===== src/rtl/mem_stage.sv =====
// Memory stage of a simple in-order pipeline. It passes ALU results straight
// through to writeback and turns loads and stores into single-beat data-memory
// requests, with byte/half lane steering and load extension. Misaligned or
// illegal accesses never reach memory and come back as a faulting writeback.
// The byte-lane logic assumes DATA_MEM_WORD_SIZE = 32 (four byte lanes).
module mem_stage #(
  parameter int REGISTER_WIDTH     = 32,
  parameter int DATA_MEM_WORD_SIZE = 32
) (
  input  logic                          clk,
  input  logic                          rst_n,
  // execute-stage handshake and payload
  input  logic                          ex_valid,
  output logic                          ex_ready,
  input  logic [REGISTER_WIDTH-1:0]     ex_alu_out,
  input  logic [REGISTER_WIDTH-1:0]     ex_store_data,
  input  logic [1:0]                    ex_mem_op,
  input  logic [2:0]                    ex_funct3,
  input  logic [4:0]                    ex_rd,
  input  logic                          ex_reg_write,
  // data-memory port
  output logic                          dmem_req,
  output logic                          dmem_we,
  output logic [REGISTER_WIDTH-1:0]     dmem_addr,
  output logic [DATA_MEM_WORD_SIZE/8-1:0] dmem_be,
  output logic [DATA_MEM_WORD_SIZE-1:0] dmem_wdata,
  input  logic                          dmem_ready,
  input  logic [DATA_MEM_WORD_SIZE-1:0] dmem_rdata,
  // writeback
  output logic                          wb_valid,
  output logic [4:0]                    wb_rd,
  output logic [REGISTER_WIDTH-1:0]     wb_data,
  output logic                          wb_reg_write,
  output logic                          wb_fault
);

  localparam int BE_W = DATA_MEM_WORD_SIZE / 8;

  typedef enum logic {
    IDLE,
    ACCESS
  } state_t;

  state_t                         state_q, state_d;
  logic                           dmem_req_q, dmem_req_d;
  logic                           dmem_we_q, dmem_we_d;
  logic [REGISTER_WIDTH-1:0]      dmem_addr_q, dmem_addr_d;
  logic [BE_W-1:0]                dmem_be_q, dmem_be_d;
  logic [DATA_MEM_WORD_SIZE-1:0]  dmem_wdata_q, dmem_wdata_d;
  logic                           wb_valid_q, wb_valid_d;
  logic [4:0]                     wb_rd_q, wb_rd_d;
  logic [REGISTER_WIDTH-1:0]      wb_data_q, wb_data_d;
  logic                           wb_reg_write_q, wb_reg_write_d;
  logic                           wb_fault_q, wb_fault_d;
  logic [1:0]                     lo_q, lo_d;
  logic [2:0]                     funct3_q, funct3_d;
  logic [4:0]                     rd_q, rd_d;
  logic                           reg_write_q, reg_write_d;
  logic                           is_store_q, is_store_d;

  logic                           is_load, is_store, legal_load, legal_store;
  logic                           aligned, access_ok;
  logic [BE_W-1:0]                req_be;
  logic [DATA_MEM_WORD_SIZE-1:0]  req_wdata;
  logic [DATA_MEM_WORD_SIZE-1:0]  rdata_shifted;
  logic [REGISTER_WIDTH-1:0]      load_data;

  assign ex_ready = (state_q == IDLE);

  // Decode the presented instruction: access kind, funct3 legality and alignment.
  always_comb begin
    is_load     = (ex_mem_op == 2'b01);
    is_store    = (ex_mem_op == 2'b10);
    legal_load  = (ex_funct3 == 3'b000) || (ex_funct3 == 3'b001) || (ex_funct3 == 3'b010) ||
                  (ex_funct3 == 3'b100) || (ex_funct3 == 3'b101);
    legal_store = (ex_funct3 == 3'b000) || (ex_funct3 == 3'b001) || (ex_funct3 == 3'b010);
    case (ex_funct3[1:0])
      2'b00:   aligned = 1'b1;
      2'b01:   aligned = ~ex_alu_out[0];
      2'b10:   aligned = (ex_alu_out[1:0] == 2'b00);
      default: aligned = 1'b0;
    endcase
    access_ok = ((is_load && legal_load) || (is_store && legal_store)) && aligned;
  end

  // Steer store data onto the byte lanes and build the matching byte enables.
  always_comb begin
    case (ex_funct3[1:0])
      2'b00: begin
        req_be    = BE_W'(1) << ex_alu_out[1:0];
        req_wdata = {(DATA_MEM_WORD_SIZE/8){ex_store_data[7:0]}};
      end
      2'b01: begin
        req_be    = BE_W'(3) << ex_alu_out[1:0];
        req_wdata = {(DATA_MEM_WORD_SIZE/16){ex_store_data[15:0]}};
      end
      default: begin
        req_be    = '1;
        req_wdata = DATA_MEM_WORD_SIZE'(ex_store_data);
      end
    endcase
  end

  // Pick the addressed byte/half out of the returned word and extend it.
  always_comb begin
    rdata_shifted = dmem_rdata >> {lo_q, 3'b000};
    case (funct3_q)
      3'b000:  load_data = {{(REGISTER_WIDTH-8){rdata_shifted[7]}}, rdata_shifted[7:0]};
      3'b001:  load_data = {{(REGISTER_WIDTH-16){rdata_shifted[15]}}, rdata_shifted[15:0]};
      3'b100:  load_data = {{(REGISTER_WIDTH-8){1'b0}}, rdata_shifted[7:0]};
      3'b101:  load_data = {{(REGISTER_WIDTH-16){1'b0}}, rdata_shifted[15:0]};
      default: load_data = REGISTER_WIDTH'(rdata_shifted);
    endcase
  end

  // Next-state logic: accept in IDLE, hold the request in ACCESS until memory answers.
  always_comb begin
    state_d        = state_q;
    dmem_req_d     = dmem_req_q;
    dmem_we_d      = dmem_we_q;
    dmem_addr_d    = dmem_addr_q;
    dmem_be_d      = dmem_be_q;
    dmem_wdata_d   = dmem_wdata_q;
    wb_valid_d     = 1'b0;
    wb_rd_d        = wb_rd_q;
    wb_data_d      = wb_data_q;
    wb_reg_write_d = wb_reg_write_q;
    wb_fault_d     = wb_fault_q;
    lo_d           = lo_q;
    funct3_d       = funct3_q;
    rd_d           = rd_q;
    reg_write_d    = reg_write_q;
    is_store_d     = is_store_q;
    case (state_q)
      IDLE: begin
        if (ex_valid) begin
          if (!is_load && !is_store) begin
            wb_valid_d     = 1'b1;
            wb_data_d      = ex_alu_out;
            wb_rd_d        = ex_rd;
            wb_reg_write_d = ex_reg_write;
            wb_fault_d     = 1'b0;
          end else if (!access_ok) begin
            wb_valid_d     = 1'b1;
            wb_data_d      = ex_alu_out;
            wb_rd_d        = ex_rd;
            wb_reg_write_d = 1'b0;
            wb_fault_d     = 1'b1;
          end else begin
            state_d      = ACCESS;
            dmem_req_d   = 1'b1;
            dmem_we_d    = is_store;
            dmem_addr_d  = {ex_alu_out[REGISTER_WIDTH-1:2], 2'b00};
            dmem_be_d    = req_be;
            dmem_wdata_d = req_wdata;
            lo_d         = ex_alu_out[1:0];
            funct3_d     = ex_funct3;
            rd_d         = ex_rd;
            reg_write_d  = ex_reg_write;
            is_store_d   = is_store;
          end
        end
      end
      ACCESS: begin
        if (dmem_ready) begin
          state_d        = IDLE;
          dmem_req_d     = 1'b0;
          dmem_we_d      = 1'b0;
          dmem_be_d      = '0;
          wb_valid_d     = 1'b1;
          wb_rd_d        = rd_q;
          wb_data_d      = is_store_q ? '0 : load_data;
          wb_reg_write_d = reg_write_q && !is_store_q;
          wb_fault_d     = 1'b0;
        end
      end
      default: state_d = IDLE;
    endcase
  end

  // State and registered outputs; reset abandons any outstanding access at once.
  always_ff @(posedge clk or negedge rst_n) begin
    if (!rst_n) begin
      state_q        <= IDLE;
      dmem_req_q     <= 1'b0;
      dmem_we_q      <= 1'b0;
      dmem_addr_q    <= '0;
      dmem_be_q      <= '0;
      dmem_wdata_q   <= '0;
      wb_valid_q     <= 1'b0;
      wb_rd_q        <= '0;
      wb_data_q      <= '0;
      wb_reg_write_q <= 1'b0;
      wb_fault_q     <= 1'b0;
      lo_q           <= '0;
      funct3_q       <= '0;
      rd_q           <= '0;
      reg_write_q    <= 1'b0;
      is_store_q     <= 1'b0;
    end else begin
      state_q        <= state_d;
      dmem_req_q     <= dmem_req_d;
      dmem_we_q      <= dmem_we_d;
      dmem_addr_q    <= dmem_addr_d;
      dmem_be_q      <= dmem_be_d;
      dmem_wdata_q   <= dmem_wdata_d;
      wb_valid_q     <= wb_valid_d;
      wb_rd_q        <= wb_rd_d;
      wb_data_q      <= wb_data_d;
      wb_reg_write_q <= wb_reg_write_d;
      wb_fault_q     <= wb_fault_d;
      lo_q           <= lo_d;
      funct3_q       <= funct3_d;
      rd_q           <= rd_d;
      reg_write_q    <= reg_write_d;
      is_store_q     <= is_store_d;
    end
  end

  assign dmem_req     = dmem_req_q;
  assign dmem_we      = dmem_we_q;
  assign dmem_addr    = dmem_addr_q;
  assign dmem_be      = dmem_be_q;
  assign dmem_wdata   = dmem_wdata_q;
  assign wb_valid     = wb_valid_q;
  assign wb_rd        = wb_rd_q;
  assign wb_data      = wb_data_q;
  assign wb_reg_write = wb_reg_write_q;
  assign wb_fault     = wb_fault_q;

endmodule


===== config.mk =====
export PLATFORM = sky130hd
export DESIGN_NAME = mem_stage
export DESIGN_NICKNAME = d
export VERILOG_FILES = /design/src/rtl/mem_stage.sv
export SDC_FILE = /design/constraint.sdc
export NUM_CORES = 1
export LEC_CHECK = 0
export ABC_AREA = 1
export BUFFER_PORTS_ARGS = -buffer_cell sky130_fd_sc_hd__buf_4
export CORE_MARGIN = 1.5
export CORE_UTILIZATION = 25
export CTS_CLUSTER_DIAMETER = 100
export DETAILED_ROUTE_END_ITERATION = 10
export GPL_TIMING_DRIVEN = 0
export PLACE_DENSITY = 0.54
export SKIP_LAST_GASP = 1
export SYNTH_ARGS = -nofsm -noshare
export SYNTH_HDL_FRONTEND = slang
export SYNTH_SLANG_ARGS = --single-unit

===== constraint.sdc =====
create_clock -name clk -period 1.25 [get_ports clk]
set_input_delay 0.0625 -clock clk [delete_from_list [all_inputs] [get_ports clk]]
set_output_delay 0.0625 -clock clk [all_outputs]
set_load 0.1 [all_outputs]

==> results.md, run 1 <==
* Clock sink total at 121
* Final Skew at 0.0140 ns
* Hold Crit Depth at 4
* Crit start category: flip-flop
* Row cnt at 57
* Synthesis Warnings at 0
* Cell Count, Final, Fillers Out at 1522
* Count of different cell masters after synthesis at 26
* Port buffer count at 219
* Max-slew violations at 0
* Routability cong. at 0.873
* GRT Util Overall at 19.2%
* Final Power at 23600 µW
* CTS root buf: clkbuf_16
* Worst-path clk slew at 0.06 ns
* Reg2reg start: lo_q[0]
* FF-to-FF End: wb_data[12]
* Critical path peak fanout at 7
* Multi-input gate area at 3380 µm²
* Final setup TNS at -16.59 ns
* Area Overhead vs Synth at 80.0%
* TritonCTS buffer count at 17
* Synthesized area at 6140 µm²
* Pwr Density at 2140 nW/µm²
* Status: finished with violations
* Leak at 0.00568 µW
* Fillers at 2406
* Synth top area share at 49.3%
* Die H at 160 µm
* DR iter-0 viols at 395
* Number of top-level pins at 222
* Rel. slew slack at 57.3%
* Crit path kind: reg -> reg
* Bufs on Longest Clock Path at 2
* Tightest Pin Transition at 0.637 ns
* Post-DRT Antenna Nets at 0
* Final min period at 1.46 ns
* Seq cells post-synth at 121
* Hold path startpoint: ex_alu_out[1]
* WHS Endpoint: dmem_be[0]
* Grt total ovfl at 0
* Cell count after synthesis at 836
* CORE AREA at 24200 µm²
* Initial DRT Pass Iterations at 5
* Peak VDD IR at 1460 µV
* Worst path slowest cell: dfrtp_1
* Fin crit share at 117%
* Post-place setup slack at -0.432 ns
* Main area contributors after synthesis: dfrtp_1 (49%), nand2_1 (28%), o21ai_0 (4.7%)
* H-tree levels at 4
* Vias in the first global route at 6727
* Setup violators final at 120
* Violated checks: setup timing
* Crit-path most repeated cell: nand2_1
* Critical path cell sequence: buf_6, inv_6, buf_8, buf_6, nand2_1, a21oi_2, o21ai_1, nand2_1, nand2_1, nand2_1, nand2_1, nand2_1
* Largest stage delay, worst path at 0.38 ns
* Die area at 25500 µm²
* PnR worst setup slack at -0.206 ns
* Max-Cap Viols at 0
* Avg Synthesized Cell Area at 7.35 µm²
* Hold Crit Class: in -> reg
* Flip-flop and latch area at 3030 µm²
* Chip width at 160 µm
* Layout cells sized above 1 at 43.0%
* CP Launch Point: lo_q[0]
* Initial antenna violation count at 1
* DRC at 0
* Via-to-Cell Ratio at 4.46
* Skew-Pair Late Insertion Delay at 0.43 ns
* Critical path arrival at 1.82 ns
* Max Freq at 0.687 GHz
* RSZ-0062 raised after global routing: true
* Reg2Reg Setup Slack at -0.21 ns
* Final Hold Fails at 0
* CP endpoint kind: flip-flop
* Final core occ at 45.6%
* Cell taking the most area after synthesis: dfrtp_1
* Initial Util at 25.3%
* Fin nets at 1297
* First-pass GRT wire length at 37500 µm
* Final wirelength at 24900 µm
* Routed vias at 6788
* Worst Path Required at 1.61 ns
* Placed Instances at 1381
* CTS tree: done
* Reg2reg path depth at 12
* Wirelength per Cell at 16.4 µm
* Largest net degree at the start of global routing at 78
* Sequential area share after synthesis at 49.3%
* DP Wirelength at 17100 µm
==> registers in the layout, summed over array words and instances (netlist names), 2 cells and up <==
signal	flops
wb_rd	5
dmem_be	4
rd_q	5
dmem_wdata	32
funct3_q	3
wb_data	32
dmem_addr	30
lo_q	2
==> synthesized netlist by cell type, drive strengths merged <==
cell and n:
a21oi 40, nand2 451, buf 31, conb 1, nor2 11, ha 2, a32o 1, clkinv 2
or2 7, inv 33, nand3 38, o211ai 14, dfrtp 121, clkbuf 18, o21ai 66
==> metrics by stage <==
step / instance area [µm²] / hold WS [ns]
2_1_floorplan: 6190 / -0.233
3_3_place_gp: 8240 / 0.267
3_5_place_dp: 8270 / 0.0331
4_1_cts: 10100 / 0.00664
5_1_grt: 11100 / 0.0274
6_report: 11100 / 0.0139
==> layout by cell type, fill, tap and decap left out, types with 4 or more instances in the layout <==
cell	Yosys	routed
nand2_1	450	345
buf_4	6	237
dfrtp_1	121	119
dlygate4sd3_1	0	74
nand2_2	1	72
nand2_4	0	33
clkbuf_16	0	30
a21oi_1	40	28
inv_1	26	25
o21ai_1	8	25
o21ai_2	0	25
nand3_1	34	22
o21ai_0	58	16
buf_6	7	15
o211ai_1	14	14
nand3_2	2	12
a21oi_2	0	12
buf_8	0	10
buf_12	0	10
inv_6	0	8
or2_2	7	7
clkbuf_2	0	6
buf_2	17	5
nor2_1	8	5
nand3_4	2	4
==> worst max-delay path: cells and delay by family (launching register included) <==
kind            cells  cell delay [ns]
buf+inv             4             0.44
flops               1             0.38
simple gates        6             0.38
compound gates      2             0.20
==> report_power, final <==
| part | switching, µW | internal (µW) | leakage [µW] | total (µW) |
|---|---|---|---|---|
| registers | 842 | 4930 | 0.00152 | 5770 |
| clock network | 2160 | 2670 | 0.000272 | 4830 |
| logic | 9640 | 3410 | 0.00389 | 13000 |
==> worst max-delay path by stage <==
| stage | end | cells past startpoint | slack (ns) |
|---|---|---|---|
| floorplan | wb_data[24] | 12 | -0.08 |
| global placement | wb_data[11] | 9 | -0.45 |
| detailed placement | wb_data[11] | 9 | -0.43 |
| CTS | ex_ready | 3 | -0.20 |
| global route | wb_data[10] | 12 | -0.32 |
| finish | wb_data[12] | 12 | -0.21 |
==> kinds of logic after synthesis <==
family | count (synthesis) | share of synthesized area, %
and+or+nand+nor | 507 | 33.0
AOI/OAI and AO/OA | 121 | 10.5
DFF | 121 | 49.3
buffers and inverters | 84 | 6.72
adders and majority gates | 2 | 0.407
other | 1 | 0.0611
==> metal layers <==
layer / global-route usage (%) / vias up / share of wire, %
li1: - / 3354 / -
met3: 5.53 / 20 / 5.8
met4: 4.85 / 0 / 1.1
met5: 0 / - / 0
met1: 25.8 / 3223 / 46
met2: 30.2 / 191 / 47
==> final cells by class <==
type                            instances  share of cell area [%]
Antenna cell                            1                  0.0226
Buffer                                 49                    5.01
Clock buffer                           18                    3.97
Clock inverter                         14                    1.19
Inverter                               35                    1.44
Multi-Input combinational cell        632                    30.6
Sequential cell                       121                    27.4
Tap cell                              324                    3.67
Timing Repair Buffer                  328                    26.7
==> timing repair <==
action,4_1_cts,5_1_grt
buffers inserted,12,6
setup endpoints to repair,122,121
pin swaps,5,54
gates resized for setup,113,226
cloned,6,10
hold endpoints to repair,146,0
hold buffers,74,0
Note: power is estimated with default switching activity, not from simulation.
==> inputs of run 2 (changes only) <==
Settings changed: BUFFER_PORTS_ARGS -buffer_cell sky130_fd_sc_hd__buf_4 to unset, DONT_BUFFER_PORTS set to 1, PLACE_DENSITY 0.54 to 0.46.
==> results.md, run 2 (synthesized netlist as in run 1, its figures left out) <==
* Sw power at 12500 µW (-1.4%)
* Largest net degree at the start of global routing at 122 (+56%)
* Worst hold slack at -0.664 ns (-0.678 ns)
* CORE AREA at 24200 µm² (unchanged)
* Grt total ovfl at 0 (unchanged)
* Flop pwr share at 56.4% (+32 points)
* Port buffer count at 0 (-100%)
* GRT Util Overall at 19.6% (+0.44 points)
* Routed vias at 6153 (-9.4%)
* Crit path kind: reg -> reg
* Setup violators final at 116 (-3.3%)
* Final Hold Fails at 121 (+121)
* Crit-path most repeated cell: nand2_1
* Internal Power at 10100 µW (-8.7%)
* Wirelength per Cell at 19.1 µm (+17%)
* Global route hottest layer: met2
* Peak VDD IR at 1290 µV (-12%)
* Die H at 160 µm (unchanged)
* Rel. slew slack at 40.9% (-16 points)
* Clock sink total at 121 (unchanged)
* First-pass GRT wire length at 38000 µm (+1.4%)
* TritonCTS buffer count at 17 (unchanged)
* Post-place setup slack at -0.484 ns (-0.0512 ns)
* Die area at 25500 µm² (unchanged)
* Post-DRT Antenna Nets at 0 (unchanged)
* Chip width at 160 µm (unchanged)
* Area Overhead vs Synth at 66.4%
* Max-slew violations at 0 (unchanged)
* Final wirelength at 25400 µm (+1.7%)
* Crit start category: flip-flop
* Fin nets at 1100 (-15%)
* Placed Area at 6600 µm² (-20%)
* Largest stage delay, worst path at 0.41 ns (+0.03 ns)
* Most common cell after layout, fill and taps aside: nand2_1
* Row cnt at 57 (unchanged)
* Largest delay contributor family on the critical path: buffers and inverters
* CTS tree: done
* Fillers at 2449 (+1.8%)
* Final min period at 1.46 ns (+0.00223 ns)
* Critical path peak fanout at 10 (+3)
* Buf+Inv Stages, Crit Path at 4 (unchanged)
* CTS root buf: clkbuf_16
* Worst Path Required at 1.62 ns (about the same)
* Pwr Density at 2200 nW/µm² (+2.9%)
* Number of top-level pins at 222 (unchanged)
* DRC at 0 (unchanged)
* Met1 Usage GRT at 25.3% (-0.48 points)
* Critical path cell sequence: buf_4, inv_8, nor2_8, inv_2, buf_8, a21oi_2, nand2_4, nand2_1, nand2_1, nand2_1
* Final Power at 22500 µW (-4.8%)
* Tightest Pin Transition at 0.878 ns (+0.240 ns)
* PnR worst setup slack at -0.209 ns (-0.00223 ns)
* Routability cong. at 0.859 (-1.5%)
* DR iter-0 viols at 317 (-20%)
* Hold Crit Class: in -> async
* Final Skew at 0.0292 ns (+0.0152 ns)
* Clock group share of total power at 22.1% (+1.7 points)
* Grt met2 use at 31.3% (+1.1 points)
* Initial DRT Pass Iterations at 6 (+1)
* Max Freq at 0.686 GHz (-0.15%)
* Worst-path clk slew at 0.07 ns (about the same)
* Multi-input gate area at 3670 µm² (+8.7%)
* Sw Share at 55.4% (+1.9 points)
* Initial Util at 25.3% (unchanged)
* RSZ-0062 raised after global routing: true
* Initial antenna violation count at 1 (unchanged)
* Via-to-Cell Ratio at 4.64 (+4.1%)
* Bufs on Longest Clock Path at 2 (unchanged)
* Met3 usage at 6.26% (+0.73 points)
* DP Wirelength at 16400 µm (-3.7%)
* Final setup TNS at -12.37 ns (+4.22 ns)
* Final Instance Area at 10200 µm² (-7.5%)
* Status: finished with violations
* Critical path arrival at 1.83 ns (about the same)
* Logic gate share of total power at 21.6% (-34 points)
* CP endpoint kind: flip-flop
* Leak at 0.00484 µW (-15%)
* H-tree levels at 4 (unchanged)
* Vias in the first global route at 6440 (-4.3%)
* Flip-flop and latch area at 3170 µm² (+4.5%)
* Max-Cap Viols at 0 (unchanged)
* Layout cells sized above 1 at 47.9% (+4.9 points)
* Worst path slowest cell: dfrtp_2
* Most frequent cells in the layout: nand2_1 (294), dfrtp_2 (110), nand2_2 (103)
* Skew-Pair Late Insertion Delay at 0.43 ns (about the same)
* Violated checks: hold timing, setup timing
* Fin crit share at 117% (+0.18 points)
## run 2: changes by cell type in the layout (fill, tap and decap cells not counted), moves of 10 or more
| cell | delta |
|---|---|
| buf_4 | -220 |
| dfrtp_1 | -108 |
| nand2_1 | -51 |
| nand2_2 | +31 |
| dfrtp_2 | +108 |
| dlygate4sd3_1 | +10 |
| nand2_4 | +18 |
## run 2: layout make-up
cell class	instances	share of cell area [%]
tap	324	3.97
timing repair inverter	1	0.159
multi-input combinational	632	35.9
sequential	121	31.0
antenna	1	0.0245
inverter	35	1.79
clock inverter	15	1.52
buffer	47	5.81
timing repair buffer	132	15.7
clock buffer	17	4.16
## run 2: power by group through the flow
stage | Sequential [µW] | Combinational (µW) | Clock, µW
final | 12700 | 4850 | 4970
after global routing | 12800 | 5390 | 5280
after CTS | 12600 | 4130 | 5120
after detailed placement | 12400 | 2950 | 0
after global placement | 12400 | 2900 | 0
after floorplan | 12100 | 2340 | 0
## run 2: final timing paths
kind / start / end / slack, ns / cells past startpoint
worst max-delay path: state_q / wb_data[26] / -0.21 / 10
worst min-delay path: rst_n / wb_data[21] / -0.66 / 0
worst max register to register: state_q / wb_data[26] / -0.21 / 10
worst min register to register: rd_q[4] / rd_q[4] / 0.48 / 2
max in group asynchronous: rst_n / dmem_we / 1.66 / 0
min in group clk: dmem_rdata[24] / wb_data[24] / 0.01 / 6
## run 2: layer usage
layer / wire length (µm) / vias up
li1: - / 2951
met1: 11000 / 3009
met2: 12200 / 181
met3: 1950 / 12
met4: 306 / 0
met5: 0 / -
## run 2: repair_timing
action,CTS,global route
buffers inserted,22,9
endpoints found under the hold margin,238,124
hold buffers,83,2
cloned,14,7
resized for setup,332,249
endpoints found under the setup margin,230,128
pin swaps,47,85
## run 2: metrics by stage
step           instances  hold WS [ns]  utilization, %
3_5_place_dp        1161        -0.227            27.2
3_3_place_gp        1161        -0.228            27.2
2_1_floorplan        837        -0.233               -
4_1_cts             1312        -0.684            38.2
5_1_grt             1325        -0.690            42.2
6_report            1325        -0.664            42.2
==> inputs of run 3 (changes only) <==
Settings changed: SKIP_CTS_REPAIR_TIMING set to 1.
==> results.md, run 3 (synthesized netlist as in run 1, its figures left out) <==
* Fillers at 2482 (+1.3%)
* Reg2reg start: state_q
* Crit-path most repeated cell: buf_12
* Routability cong. at 0.859 (unchanged)
* Grt total ovfl at 0 (unchanged)
* H-tree levels at 4 (unchanged)
* Crit path kind: reg -> reg
* Final Skew at 0.0164 ns (-0.0128 ns)
* GRT Util Overall at 17.9% (-1.8 points)
* Area Overhead vs Synth at 60.0%
* First-pass GRT wire length at 34300 µm (-9.9%)
* Clock sink total at 121 (unchanged)
* Largest stage delay, worst path at 0.46 ns (+0.05 ns)
* Bufs on Longest Clock Path at 2 (unchanged)
* Initial DRT Pass Iterations at 5 (-1)
* Die H at 160 µm (unchanged)
* Pwr Density at 2260 nW/µm² (+2.5%)
* Chip width at 160 µm (unchanged)
* Critical path peak fanout at 8 (-2)
* CTS root buf: clkbuf_16
* Fin nets at 1088 (-1.1%)
* Largest delay contributor family on the critical path: buffers and inverters
* Die area at 25500 µm² (unchanged)
* Port buffer count at 0 (unchanged)
* Critical path cell sequence: nor2_4, nand3_4, buf_12, buf_12, clkbuf_16, nand2_2, nand2_1
* Vias in the first global route at 5589 (-13%)
* Status: finished with violations
* PnR worst setup slack at -0.230 ns (-0.0212 ns)
* TritonCTS buffer count at 17 (unchanged)
* Via-to-Cell Ratio at 4.59 (-1.2%)
* Largest net degree at the start of global routing at 122 (unchanged)
* Max Freq at 0.676 GHz (-1.4%)
* Hold Crit Class: in -> async
* Violated checks: hold timing, setup timing
* Row cnt at 57 (unchanged)
* DP Wirelength at 16400 µm (unchanged)
* Worst hold slack at -0.659 ns (+0.00514 ns)
* Initial Util at 25.3% (unchanged)
* Worst path slowest cell: dfrtp_2
* Layout cells sized above 1 at 43.5% (-4.4 points)
* Routed vias at 6023 (-2.1%)
* Reg2Reg Setup Slack at -0.23 ns (-0.02 ns)
* Final min period at 1.48 ns (+0.0212 ns)
* Worst-path clk slew at 0.06 ns (about the same)
* Peak VDD IR at 1450 µV (+12%)
* Rel. slew slack at 37.3% (-3.6 points)
* Number of top-level pins at 222 (unchanged)
* CP endpoint kind: flip-flop
* Reg2reg path depth at 7 (-3)
* Tightest Pin Transition at 0.941 ns (+0.0633 ns)
* Wirelength per Cell at 18.8 µm (-1.8%)
* Placed Area at 6600 µm² (unchanged)
* Fin crit share at 118% (+1.7 points)
* DR iter-0 viols at 306 (-3.5%)
* Final Hold Fails at 123 (+1.7%)
* Final wirelength at 24700 µm (-2.7%)
* Crit start category: flip-flop
* Final Instance Area at 9830 µm² (-3.8%)
* Max-slew violations at 0 (unchanged)
* Critical path arrival at 1.79 ns (-0.04 ns)
* Skew-Pair Late Insertion Delay at 0.42 ns (about the same)
* FF-to-FF End: dmem_addr[11]
* CORE AREA at 24200 µm² (unchanged)
* Initial antenna violation count at 1 (unchanged)
* Setup violators final at 126 (+8.6%)
* Worst Path Required at 1.56 ns (-0.06 ns)
* Final setup TNS at -18.44 ns (-6.07 ns)
* Buf+Inv Stages, Crit Path at 3 (-1)
* Most common cell after layout, fill and taps aside: nand2_1
* CTS tree: done
* Post-DRT Antenna Nets at 0 (unchanged)
* Final Power at 22200 µW (-1.4%)
* Max-Cap Viols at 0 (unchanged)
* RSZ-0062 raised after global routing: true
* Most frequent cells in the layout: nand2_1 (322), dfrtp_2 (104), nand2_2 (94)
* DRC at 0 (unchanged)
* Leak at 0.00463 µW (-4.3%)
==> run 3: cell types whose count changed in the layout (fill, tap and decap cells not counted), sizes merged <==
cell / before / now
buf: 73 / 64
dlygate4sd3: 84 / 78
clkbuf: 38 / 42
clkinv: 6 / 8
inv: 41 / 39
dlymetal6s4s: 1 / 0
==> run 3: worst max path at each step <==
| stage | from | to | slack (ns) | depth (start not counted) |
|---|---|---|---|---|
| 2_1_floorplan | lo_q[0] | wb_data[24] | -0.08 | 12 |
| 3_3_place_gp | lo_q[0] | wb_data[11] | -0.49 | 9 |
| 3_5_place_dp | lo_q[0] | wb_data[12] | -0.48 | 9 |
| 4_1_cts | lo_q[0] | wb_data[11] | -0.50 | 9 |
| 5_1_grt | lo_q[0] | wb_data[13] | -0.33 | 12 |
| 6_report | state_q | dmem_addr[11] | -0.23 | 7 |
==> run 3: final cells by class <==
cell class,instances,area [µm²],share of cell area [%]
tap,324,405,4.12
sequential,121,3160,32.1
multi-input combinational,632,3480,35.5
timing repair inverter,1,16.3,0.165
clock inverter,15,155,1.58
buffer,49,574,5.84
clock buffer,17,425,4.33
inverter,35,185,1.88
timing repair buffer,118,1420,14.5
antenna,1,2.50,0.0255
==> run 3: worst reg2reg max path, cell delays in order (launching register included) <==
cell and delay [ns]:
dfrtp_2 0.46, nor2_4 0.17, nand3_4 0.16, buf_12 0.20, buf_12 0.13, clkbuf_16 0.15
nand2_2 0.05, nand2_1 0.06
==> run 3: stage by stage <==
| step | hold WS [ns] | cells | setup WS, ns | util, % |
|---|---|---|---|---|
| after floorplan | -0.233 | 837 | -0.0793 | - |
| after global placement | -0.228 | 1161 | -0.485 | 27.2 |
| after detailed placement | -0.227 | 1161 | -0.484 | 27.2 |
| after CTS | -0.684 | 1193 | -0.497 | 29.6 |
| after global routing | -0.688 | 1313 | -0.332 | 40.5 |
| final | -0.659 | 1313 | -0.230 | 40.5 |
==> run 3: report_power, final <==
part	total [µW]	switching, µW	internal [µW]
sequential	12700	7690	4970
clock	4980	2160	2820
combinational	4550	2500	2050
total	22200	12400	9840
==> run 3: per-layer routing <==
layer  global-route usage [%]  vias up  part of all wire [%]
met4                     5.62        0                   1.4
met2                     27.6      190                    47
li1                         -     2927                     -
met1                     23.0     2890                    44
met3                     6.78       16                   7.6
met5                        0        -                     0
